===== config.mk =====
export PLATFORM = sky130hd
export DESIGN_NAME = msi_event_arbiter
export DESIGN_NICKNAME = d
export VERILOG_FILES = /design/src/rtl/msi_pkg.sv /design/src/rtl/rr_pick.sv /design/src/rtl/msi_event_arbiter.sv
export SDC_FILE = /design/constraint.sdc
export NUM_CORES = 1
export LEC_CHECK = 0
export ABC_AREA = 1
export ABC_CLOCK_PERIOD_IN_PS = 6100
export CELL_PAD_IN_SITES_DETAIL_PLACEMENT = 1
export CELL_PAD_IN_SITES_GLOBAL_PLACEMENT = 1
export CORE_UTILIZATION = 30
export CTS_CLUSTER_SIZE = 28
export DETAILED_ROUTE_END_ITERATION = 6
export GPL_ROUTABILITY_DRIVEN = 0
export PLACE_DENSITY_LB_ADDON = 0.25
export SYNTH_ARGS = -nofsm -noshare
export SYNTH_HDL_FRONTEND = slang
export SYNTH_SLANG_ARGS = --single-unit

===== constraint.sdc =====
create_clock -name clk -period 6.1 [get_ports clk]
set_input_delay 0.915 -clock clk [delete_from_list [all_inputs] [get_ports clk]]
set_output_delay 0.915 -clock clk [all_outputs]
set_load 0.05 [all_outputs]

===== src/rtl/msi_pkg.sv =====
// msi_pkg: shared definitions for the MSI event arbiter.
//   state_e          - arbiter FSM encoding (IDLE=0, REQ=1, HOLDOFF=2)
//   MSI_MAX_VEC_BITS - widest multi-message field a host can enable (32 vectors)
//   fold_vector()    - maps a source index onto the host-enabled vector range
package msi_pkg;

    typedef enum logic [1:0] {
        StIdle    = 2'd0,
        StReq     = 2'd1,
        StHoldoff = 2'd2
    } state_e;

    localparam int unsigned MSI_MAX_VEC_BITS = 5;

    // Host may report a wider mmenable than MSI allows; clamp to 5 bits, then
    // keep only the low bits so every source lands on an enabled vector.
    function automatic logic [7:0] fold_vector(input logic [4:0] idx,
                                               input logic [2:0] width);
        logic [2:0] ew;
        logic [4:0] vmask;
        ew    = (width > 3'(MSI_MAX_VEC_BITS)) ? 3'(MSI_MAX_VEC_BITS) : width;
        vmask = 5'((6'd1 << ew) - 6'd1);
        return {3'b000, idx & vmask};
    endfunction

endpackage


===== src/rtl/rr_pick.sv =====
// rr_pick: combinational round-robin index finder.
//   req   - request vector, one bit per candidate
//   last  - index granted most recently; search starts at last+1 and wraps
//   valid - at least one request bit is set
//   idx   - first requesting index found after last
module rr_pick #(
    parameter int unsigned N = 8
) (
    input  logic [N-1:0] req,
    input  logic [4:0]   last,
    output logic         valid,
    output logic [4:0]   idx
);

    logic [31:0] req_ext;
    logic [5:0]  pos;

    assign req_ext = 32'(req);

    always_comb begin
        valid = 1'b0;
        idx   = 5'd0;
        pos   = 6'd0;
        // last < N and k <= N, so one conditional subtract is a full modulo.
        for (int k = 1; k <= int'(N); k++) begin
            pos = 6'(last) + 6'(k);
            if (pos >= 6'(N)) begin
                pos = pos - 6'(N);
            end
            if (!valid && req_ext[pos[4:0]]) begin
                valid = 1'b1;
                idx   = pos[4:0];
            end
        end
    end

endmodule


===== src/rtl/msi_event_arbiter.sv =====
// msi_event_arbiter: latches single-cycle user events as pending bits and issues
// them round-robin as MSI requests on the core's cfg_interrupt/_rdy handshake.
//   clk, rst            - user_clk and synchronous active-high reset
//   event_i             - per-source event pulses
//   src_mask            - 1 blocks selection of a source (pending still latches)
//   msi_enable          - core cfg_interrupt_msienable
//   msi_vector_width    - core cfg_interrupt_mmenable (log2 enabled vectors)
//   cfg_interrupt       - MSI request to the core
//   cfg_interrupt_rdy   - core grant
//   cfg_interrupt_di    - vector number for the request
//   pending             - latched pending bits
//   busy                - FSM is not idle
//   msg_count           - messages granted since reset (wraps)
module msi_event_arbiter
    import msi_pkg::*;
#(
    parameter int unsigned NUM_SRC        = 8,
    parameter int unsigned HOLDOFF_CYCLES = 16,
    parameter int unsigned CNT_WIDTH      = 16
) (
    input  logic                 clk,
    input  logic                 rst,
    input  logic [NUM_SRC-1:0]   event_i,
    input  logic [NUM_SRC-1:0]   src_mask,
    input  logic                 msi_enable,
    input  logic [2:0]           msi_vector_width,
    output logic                 cfg_interrupt,
    input  logic                 cfg_interrupt_rdy,
    output logic [7:0]           cfg_interrupt_di,
    output logic [NUM_SRC-1:0]   pending,
    output logic                 busy,
    output logic [CNT_WIDTH-1:0] msg_count
);

    localparam int unsigned HoldW = (HOLDOFF_CYCLES > 1) ? $clog2(HOLDOFF_CYCLES) : 1;

    state_e               state_q, state_d;
    logic [NUM_SRC-1:0]   pending_q, pending_d;
    logic [4:0]           last_q, last_d;
    logic [4:0]           sel_q, sel_d;
    logic [7:0]           di_q, di_d;
    logic [CNT_WIDTH-1:0] cnt_q, cnt_d;
    logic [HoldW-1:0]     hold_q, hold_d;

    logic [NUM_SRC-1:0]   eligible;
    logic [NUM_SRC-1:0]   grant_mask;
    logic                 pick_valid;
    logic [4:0]           pick_idx;

    assign eligible = pending_q & ~src_mask;

    rr_pick #(
        .N (NUM_SRC)
    ) u_rr_pick (
        .req   (eligible),
        .last  (last_q),
        .valid (pick_valid),
        .idx   (pick_idx)
    );

    always_comb begin
        state_d    = state_q;
        last_d     = last_q;
        sel_d      = sel_q;
        di_d       = di_q;
        cnt_d      = cnt_q;
        hold_d     = hold_q;
        grant_mask = '0;

        unique case (state_q)
            StIdle: begin
                if (msi_enable && pick_valid) begin
                    sel_d   = pick_idx;
                    di_d    = fold_vector(pick_idx, msi_vector_width);
                    state_d = StReq;
                end
            end
            // Request is never withdrawn once raised; only rdy moves us on.
            StReq: begin
                if (cfg_interrupt_rdy) begin
                    grant_mask = NUM_SRC'(1) << sel_q;
                    last_d     = sel_q;
                    cnt_d      = cnt_q + CNT_WIDTH'(1);
                    if (HOLDOFF_CYCLES > 0) begin
                        hold_d  = HoldW'(HOLDOFF_CYCLES - 1);
                        state_d = StHoldoff;
                    end else begin
                        state_d = StIdle;
                    end
                end
            end
            StHoldoff: begin
                if (hold_q == '0) begin
                    state_d = StIdle;
                end else begin
                    hold_d = hold_q - HoldW'(1);
                end
            end
            default: state_d = StIdle;
        endcase

        // Clear before set: a same-cycle event for the granted source survives.
        pending_d = (pending_q & ~grant_mask) | event_i;
    end

    always_ff @(posedge clk) begin
        if (rst) begin
            state_q   <= StIdle;
            pending_q <= '0;
            last_q    <= 5'(NUM_SRC - 1);
            sel_q     <= 5'd0;
            di_q      <= 8'd0;
            cnt_q     <= '0;
            hold_q    <= '0;
        end else begin
            state_q   <= state_d;
            pending_q <= pending_d;
            last_q    <= last_d;
            sel_q     <= sel_d;
            di_q      <= di_d;
            cnt_q     <= cnt_d;
            hold_q    <= hold_d;
        end
    end

    assign cfg_interrupt    = (state_q == StReq);
    assign cfg_interrupt_di = di_q;
    assign pending          = pending_q;
    assign busy             = (state_q != StIdle);
    assign msg_count        = cnt_q;

endmodule

-- Word-level counts from Yosys, hierarchy flattened
Cells that the tools add are included.
- bits in registers: 45
- word-level logic and storage cells: 130
- output and inout port bits: 34
- input port bits: 23
- order comparisons: 17
- shift-type cells: 2
- bitwise gates (word level): 6
- $add $sub $neg: 19
- reductions and logical operators: 23
- equal/unequal tests: 6
- multiplexer cells: 50
- operators by type and width (operator ; number):
    2-to-1 mux 5 bit ; 16
    greater-or-equal comparator 6 x 4 -> 1 bit, second input constant ; 8
    less-than comparator 5 x 6 -> 1 bit, second input constant ; 8
    binary-select mux 1 bit (select 5 bit) ; 8
    subtractor 5 x 4 -> 5 bit, second input constant ; 8
    adder 5 x 3 -> 6 bit, second input constant ; 4
    adder 16 x 1 -> 16 bit, second input constant ; 1
    bitwise AND 8 bit ; 2
    2-to-1 mux 1 bit ; 16
    2-to-1 mux 8 bit ; 2
    inverter 8 bit ; 2
    adder 5 x 2 -> 6 bit, second input constant ; 2
    logical AND 1 bit ; 8
    2-to-1 mux 4 bit ; 2
    OR 8 bit ; 1
    case mux 4 bit (2 select lines) ; 1
    left shift 1 x 5 -> 8 bit, first input constant ; 1
    logical NOT 1 bit ; 7
    adder 5 x 1 -> 6 bit, second input constant ; 1
    adder 5 x 4 -> 6 bit, second input constant ; 1
    2-to-1 mux 2 bit ; 3
    inequality test 2 bit, second input constant ; 3
    case mux 2 bit (3 select lines) ; 1
    AND reduction 3 bit ; 2
    13 further kinds ; 15

-- Logic depth before layout (Yosys ltp)
- depth in word-level cells: 30
- mapped depth: 23
- mapped depth without buffers: 22

-- Hierarchy
A second synthesis with hierarchy kept.
- cells, all modules: 526
- area total of the unflattened synthesis: 3335.7 sq um
- modules (own cells, without submodules) (module ; cells each ; area an instance (sq um) ; times used ; sequential area each (sq um)):
    msi_event_arbiter ; 306 ; 2117.0 ; 1 ; 900.9
    rr_pick ; 220 ; 1218.7 ; 1 ; 0.0

-- Worst setup path before layout
No wires, ideal clock.
- path type: register to register
- from: register last_q[2]
- to: register di_q[1] (netlist: cfg_interrupt_di[1])
- arrival: 2.728 ns
- stages on the path, launching flop included: 22
- path slack: 3.303 ns
- buffers on the path: 2
- data required time: 6.031 ns
- period minus slack after synthesis: 2.797 ns
- setup time: 0.069 ns
- cell sequence: dfxtp_1 -> buf_4 -> inv_1 -> ha_1 -> a21oi_1 -> xor2_1 -> ha_1 -> nand2_1 -> o21ai_0 -> nor2_1 -> nand2_1 -> nand2_1 -> nand3_1 -> nand4_4 -> nor2_4 -> nand2_1 -> nand2_2 -> nor2_4 -> inv_4 -> buf_8 -> nand2_2 -> a21oi_2
- word-level cells in the longest chain between the ends: 29
- elaborated cells between the ends (all ways): 81
- classes of those cells: add/sub (16); order compare (8); mux (40); bitwise (1); reduce/logical (16)
- ends and longest elaborated chain (element ; line ; source):
    start: declaration ; msi_event_arbiter.sv:39 ; logic [4:0] last_q, last_d;
    start signal: assignment ; msi_event_arbiter.sv:110 ; last_q <= 5'(NUM_SRC - 1);
    start signal: assignment ; msi_event_arbiter.sv:118 ; last_q <= last_d;
    adder 5 x 1 -> 6 bit ; rr_pick.sv:26 ; pos = 6'(last) + 6'(k);
    subtractor 5 x 4 -> 5 bit / greater-or-equal comparator 6 x 4 -> 1 bit (equally long branches) ; rr_pick.sv:28, rr_pick.sv:27 ;
    2-to-1 mux 5 bit ; rr_pick.sv:27 ; if (pos >= 6'(N)) begin
    binary-select mux 1 bit (select 5 bit) ; rr_pick.sv:30 ; if (!valid && req_ext[pos[4:0]]) begin
    2-to-1 mux 1 bit (implied by the code) ; rr_pick.sv:30 ;
    2-to-1 mux 1 bit ; rr_pick.sv:30 ;
    logical NOT 1 bit ; rr_pick.sv:30 ;
    logical AND 1 bit ; rr_pick.sv:30 ;
    (+13 left out) ; - ;
    logical NOT 1 bit ; rr_pick.sv:30 ;
    logical AND 1 bit ; rr_pick.sv:30 ;
    2-to-1 mux 1 bit ; rr_pick.sv:30 ;
    logical NOT 1 bit ; rr_pick.sv:30 ;
    logical AND 1 bit ; rr_pick.sv:30 ;
    2-to-1 mux 1 bit ; rr_pick.sv:30 ;
    logical AND 1 bit ; msi_event_arbiter.sv:72 ; if (msi_enable && pick_valid) begin
    AND reduction 2 bit (no source line) ; - ;
    end signal: assignment ; msi_event_arbiter.sv:120 ; di_q <= di_d;
    end: declaration ; msi_event_arbiter.sv:41 ; logic [7:0] di_q, di_d;
Parallel ways exist; a longest one is shown, timed or not. The select of a mux whose other input is x is not followed.
A chain may end at the register's enable or synchronous reset.

-- Worst setup path after layout
- from: register last_q[2]
- to: register di_q[0] (netlist: cfg_interrupt_di[0])
Same word-level chain as after synthesis.

==> summary by stage <==
Detailed routing
The average routed wire per standard cell is 14.5 um. In the routed design, unresolved DRC markers number 0. The via count of the routed design is 3,306.

The routed design has 9520 um of wire. The first routing iteration left 99 violations. The first detailed-routing pass took 5 iterations. Once detail routing completed, the nets flagged for antenna violations numbered 0. The vias per cell is 5.02.

Final layout
In the final layout, the share of cells above drive strength 1 is 8.81%. The number of antenna diodes in the final layout is 0. The final layout net count is 567. The area growth from synthesis to layout is 21.4%.

Clock tree
The hold buffer count at CTS is 0. Clock-pin slew was measured on the worst setup and hold paths at 0.08 ns. The tree is rooted in a sky130_fd_sc_hd__clkbuf_8. The longest clock path from root to sink contains 2 buffers.

The total CTS buffers is 5. After clock tree synthesis, the setup repair step added 0 buffers. In this run, post-CTS repair resized a total of 0 instances. The H-tree was split into 2 levels. CTS saw 45 sinks. The TritonCTS clock tree is done.

For the worst-skew pair, the clock arrives at the later sink with an insertion delay of 0.29 ns.

STA
Final hold analysis gives a worst-case slack of 0.468 ns. The relative slew slack is 46.1%. Setup total negative slack on the finished layout was measured at 0 ns. The number of hold violations in the final report is 0. Setup slack on the critical path of the routed design comes to 2.74 ns. For the pin with the worst max-slew slack, the measured transition is 0.808 ns. The smallest clock period supported by the final layout is computed as 3.36 ns.

On the final layout, the worst clock skew is 0.00567 ns. The total count of max-transition violations in the final report is 0. Setup repair after global routing left no endpoint under its margin. The portion of the clock cycle consumed by the worst path in the final layout is 55.0%. Static timing analysis puts the maximum clock frequency at 0.298 GHz. The final-report setup violation count is 0.

Power and ir drop
Cell internal power was estimated by the tool at 0.576 mW. The net switching component of the power is 0.482 mW. The share of total power dissipated in combinational logic is 48.4%. The worst IR drop on VDD is 0.000111 V.

Net switching is 45.6% of the power. The share of total power dissipated in sequential elements is 34.0%. In this run the power density over the cells is 271 mW/mm^2. In this run the static leakage power is 1.69 nW.

The share of total power dissipated in the clock network is 17.6%.

Floorplan
From left edge to right edge, the die measures 106 um. The core region is 0.0104 sq mm. The die area is 0.0111 sq mm. For this configuration, the core starts out at a cell density of 31.0%. The die span in y is 106 um. The standard-cell row count is 37.

The boundary pin count is 57.

Critical path
The top fanout value on the critical path is 14. The type of the worst setup path is reg -> reg. The critical path data arrival time is 3.58 ns.

The kind of end point of the critical path is a flip-flop. The required time of the critical path is 6.33 ns. The worst-case reg-to-reg path depth is 19.

The kind of launch point of the worst setup path is a flip-flop.

Synth
The number of flip-flops and latches in the synthesized netlist is 45. The most used flip-flop cell after synthesis is sky130_fd_sc_hd__dfxtp_1. Of all flip-flops after synthesis, the portion carrying an async set or reset was 0%.

During synthesis, Yosys emitted a total of 0 warnings. The cell area that synthesis handed to floorplanning was 0.00322 sq mm. After synthesis, the mean cell area works out to 6.78 sq um. Counting distinct cell types in the post-synthesis netlist gives 36. The number of synthesized flops with an enable pin is 0.

The sequential-to-total area share from yosys stat is 28.0%. Synthesis produced 475 cells.

Placed design
Detailed placement finished with a half-perimeter wire length of 7480 um. Port buffering added 53 buffers. The worst slack after detailed placement is 2.57 ns.

Global routing
The leftover overflow at the end of global routing is 0. The overall fraction of global-route tracks in use is 17.7%. The largest net degree at the start of global routing is 28. The number of global-route vias before repair came to 3,339. The number of antenna violations at the first check in global routing was 0.

The wire length of the first global-routing pass is 16,000 um.

Min path
The worst hold path passes through 2 cells. The worst hold path belongs to the class reg -> reg.

Status
The flow ran to the end, and the final reports show no timing, DRC or antenna violations.

Run
The total of max-cap violations is 0.
## placed cells by master (no fill, tap or decap), types with 2 or more instances in the layout
master                             n
sky130_fd_sc_hd__clkdlybuf4s50_1  53
sky130_fd_sc_hd__ha_1             22
sky130_fd_sc_hd__nor3_1           13
sky130_fd_sc_hd__nand4_1          12
sky130_fd_sc_hd__nand3_2           6
sky130_fd_sc_hd__xor2_1            9
sky130_fd_sc_hd__a31oi_1           3
sky130_fd_sc_hd__a21oi_2           7
sky130_fd_sc_hd__nor2_1           40
sky130_fd_sc_hd__xnor2_1           3
sky130_fd_sc_hd__nor2_4            2
sky130_fd_sc_hd__dfxtp_1          45
sky130_fd_sc_hd__nand2_2           7
sky130_fd_sc_hd__inv_1            62
sky130_fd_sc_hd__nand3_1          69
sky130_fd_sc_hd__nand2_1          82
sky130_fd_sc_hd__inv_2             8
sky130_fd_sc_hd__nor3_2            2
sky130_fd_sc_hd__nor2_2            3
sky130_fd_sc_hd__a21oi_1          35
sky130_fd_sc_hd__o211ai_1          3
sky130_fd_sc_hd__conb_1            3
sky130_fd_sc_hd__clkbuf_8          6
sky130_fd_sc_hd__o21ai_0          16
## sequential cells by signal, summed over array words and instances (netlist names)
name,flops
cfg_interrupt_di,5
hold_q,4
last_q,5
msg_count,16
pending,8
sel_q,5
state_q,2
## Yosys cell counts, types with 4 or more instances
cell / instances / area share (%)
sky130_fd_sc_hd__o21ai_0: 16 / 2.5
sky130_fd_sc_hd__nor3_1: 13 / 2.0
sky130_fd_sc_hd__clkbuf_1: 5 / 0.58
sky130_fd_sc_hd__inv_1: 62 / 7.2
sky130_fd_sc_hd__nor2_1: 40 / 4.7
sky130_fd_sc_hd__nand4_1: 12 / 2.3
sky130_fd_sc_hd__dfxtp_1: 45 / 28
sky130_fd_sc_hd__xor2_1: 9 / 2.4
sky130_fd_sc_hd__inv_2: 8 / 0.93
sky130_fd_sc_hd__nand3_2: 6 / 1.9
sky130_fd_sc_hd__ha_1: 22 / 8.6
sky130_fd_sc_hd__a21oi_2: 7 / 1.9
sky130_fd_sc_hd__buf_4: 4 / 0.93
sky130_fd_sc_hd__nand2_1: 82 / 9.6
sky130_fd_sc_hd__nand3_1: 69 / 11
sky130_fd_sc_hd__a21oi_1: 35 / 5.4
sky130_fd_sc_hd__nand2_2: 7 / 1.4
## final timing paths
| kind | startpoint | to | slack [ns] |
|---|---|---|---|
| hold reg to reg | msg_count[15] | msg_count[15] | 0.47 |
| setup / recovery | last_q[2] | cfg_interrupt_di[0] | 2.74 |
| setup reg to reg | last_q[2] | cfg_interrupt_di[0] | 2.74 |
| hold / removal | msg_count[15] | msg_count[15] | 0.47 |
## metal layers
layer | vias to the layer above | routed length [um] | global-route usage (%)
li1 | 1641 | - | -
met1 | 1586 | 4340 | 21.5
met4 | 0 | 188 | 6.05
met5 | - | 0 | 0
met3 | 12 | 259 | 1.73
met2 | 67 | 4730 | 32.4
## power by group through the flow
stage | Sequential, mW | Clock [mW] | Combinational, mW
finish | 0.359 | 0.186 | 0.512
global route | 0.364 | 0.203 | 0.569
CTS | 0.359 | 0.194 | 0.515
detailed placement | 0.366 | 0 | 0.514
global placement | 0.366 | 0 | 0.503
floorplan | 0.380 | 0 | 0.366
## worst max-delay path: stages (launching register included)
cell and delay, ns:
sky130_fd_sc_hd__dfxtp_1 0.66, sky130_fd_sc_hd__inv_1 0.29, sky130_fd_sc_hd__ha_1 0.30, sky130_fd_sc_hd__a21oi_1 0.18, sky130_fd_sc_hd__xor2_1 0.22, sky130_fd_sc_hd__ha_1 0.19
sky130_fd_sc_hd__nand2_1 0.05, sky130_fd_sc_hd__o21ai_0 0.14, sky130_fd_sc_hd__nor2_1 0.07, sky130_fd_sc_hd__nand2_1 0.08, sky130_fd_sc_hd__nand2_1 0.05, sky130_fd_sc_hd__nand3_1 0.21
sky130_fd_sc_hd__nand4_4 0.14, sky130_fd_sc_hd__nor2_4 0.14, sky130_fd_sc_hd__nand2_1 0.08, sky130_fd_sc_hd__nand2_2 0.08, sky130_fd_sc_hd__nor2_4 0.06, sky130_fd_sc_hd__inv_4 0.14
sky130_fd_sc_hd__nand2_1 0.07, sky130_fd_sc_hd__a21oi_1 0.13
## area by class of cell
type | count | area [sq um]
tap | 136 | 170
sequential | 45 | 901
timing repair buffer | 54 | 538
clock buffer | 7 | 86.3
fill | 1350 | 6460
inverter | 73 | 282
multi-input combinational | 343 | 1930
## per-stage QoR
stage	util [%]	total power, mW	cells	cell area, sq um
final	37.7	1.06	658	3910
after global routing	37.7	1.14	658	3910
after CTS	37.7	1.07	658	3910
after detailed placement	36.9	0.880	651	3820
after global placement	36.9	0.868	651	3820
after floorplan	-	0.746	477	3230
## cells by family (layout without fill, tap and decap cells)
group / count (synthesis) / in the layout / synth area share, %
and+or+nand+nor: 238 / 238 / 35.7
buffers and inverters: 89 / 134 / 12.2
AOI/OAI and AO/OA: 68 / 68 / 12.1
DFF: 45 / 45 / 28.0
adders and majority gates: 22 / 22 / 8.55
xor gates and xnor gates: 12 / 12 / 3.26
other: 1 / 3 / 0.116
Power figures use the tool's default switching activity.
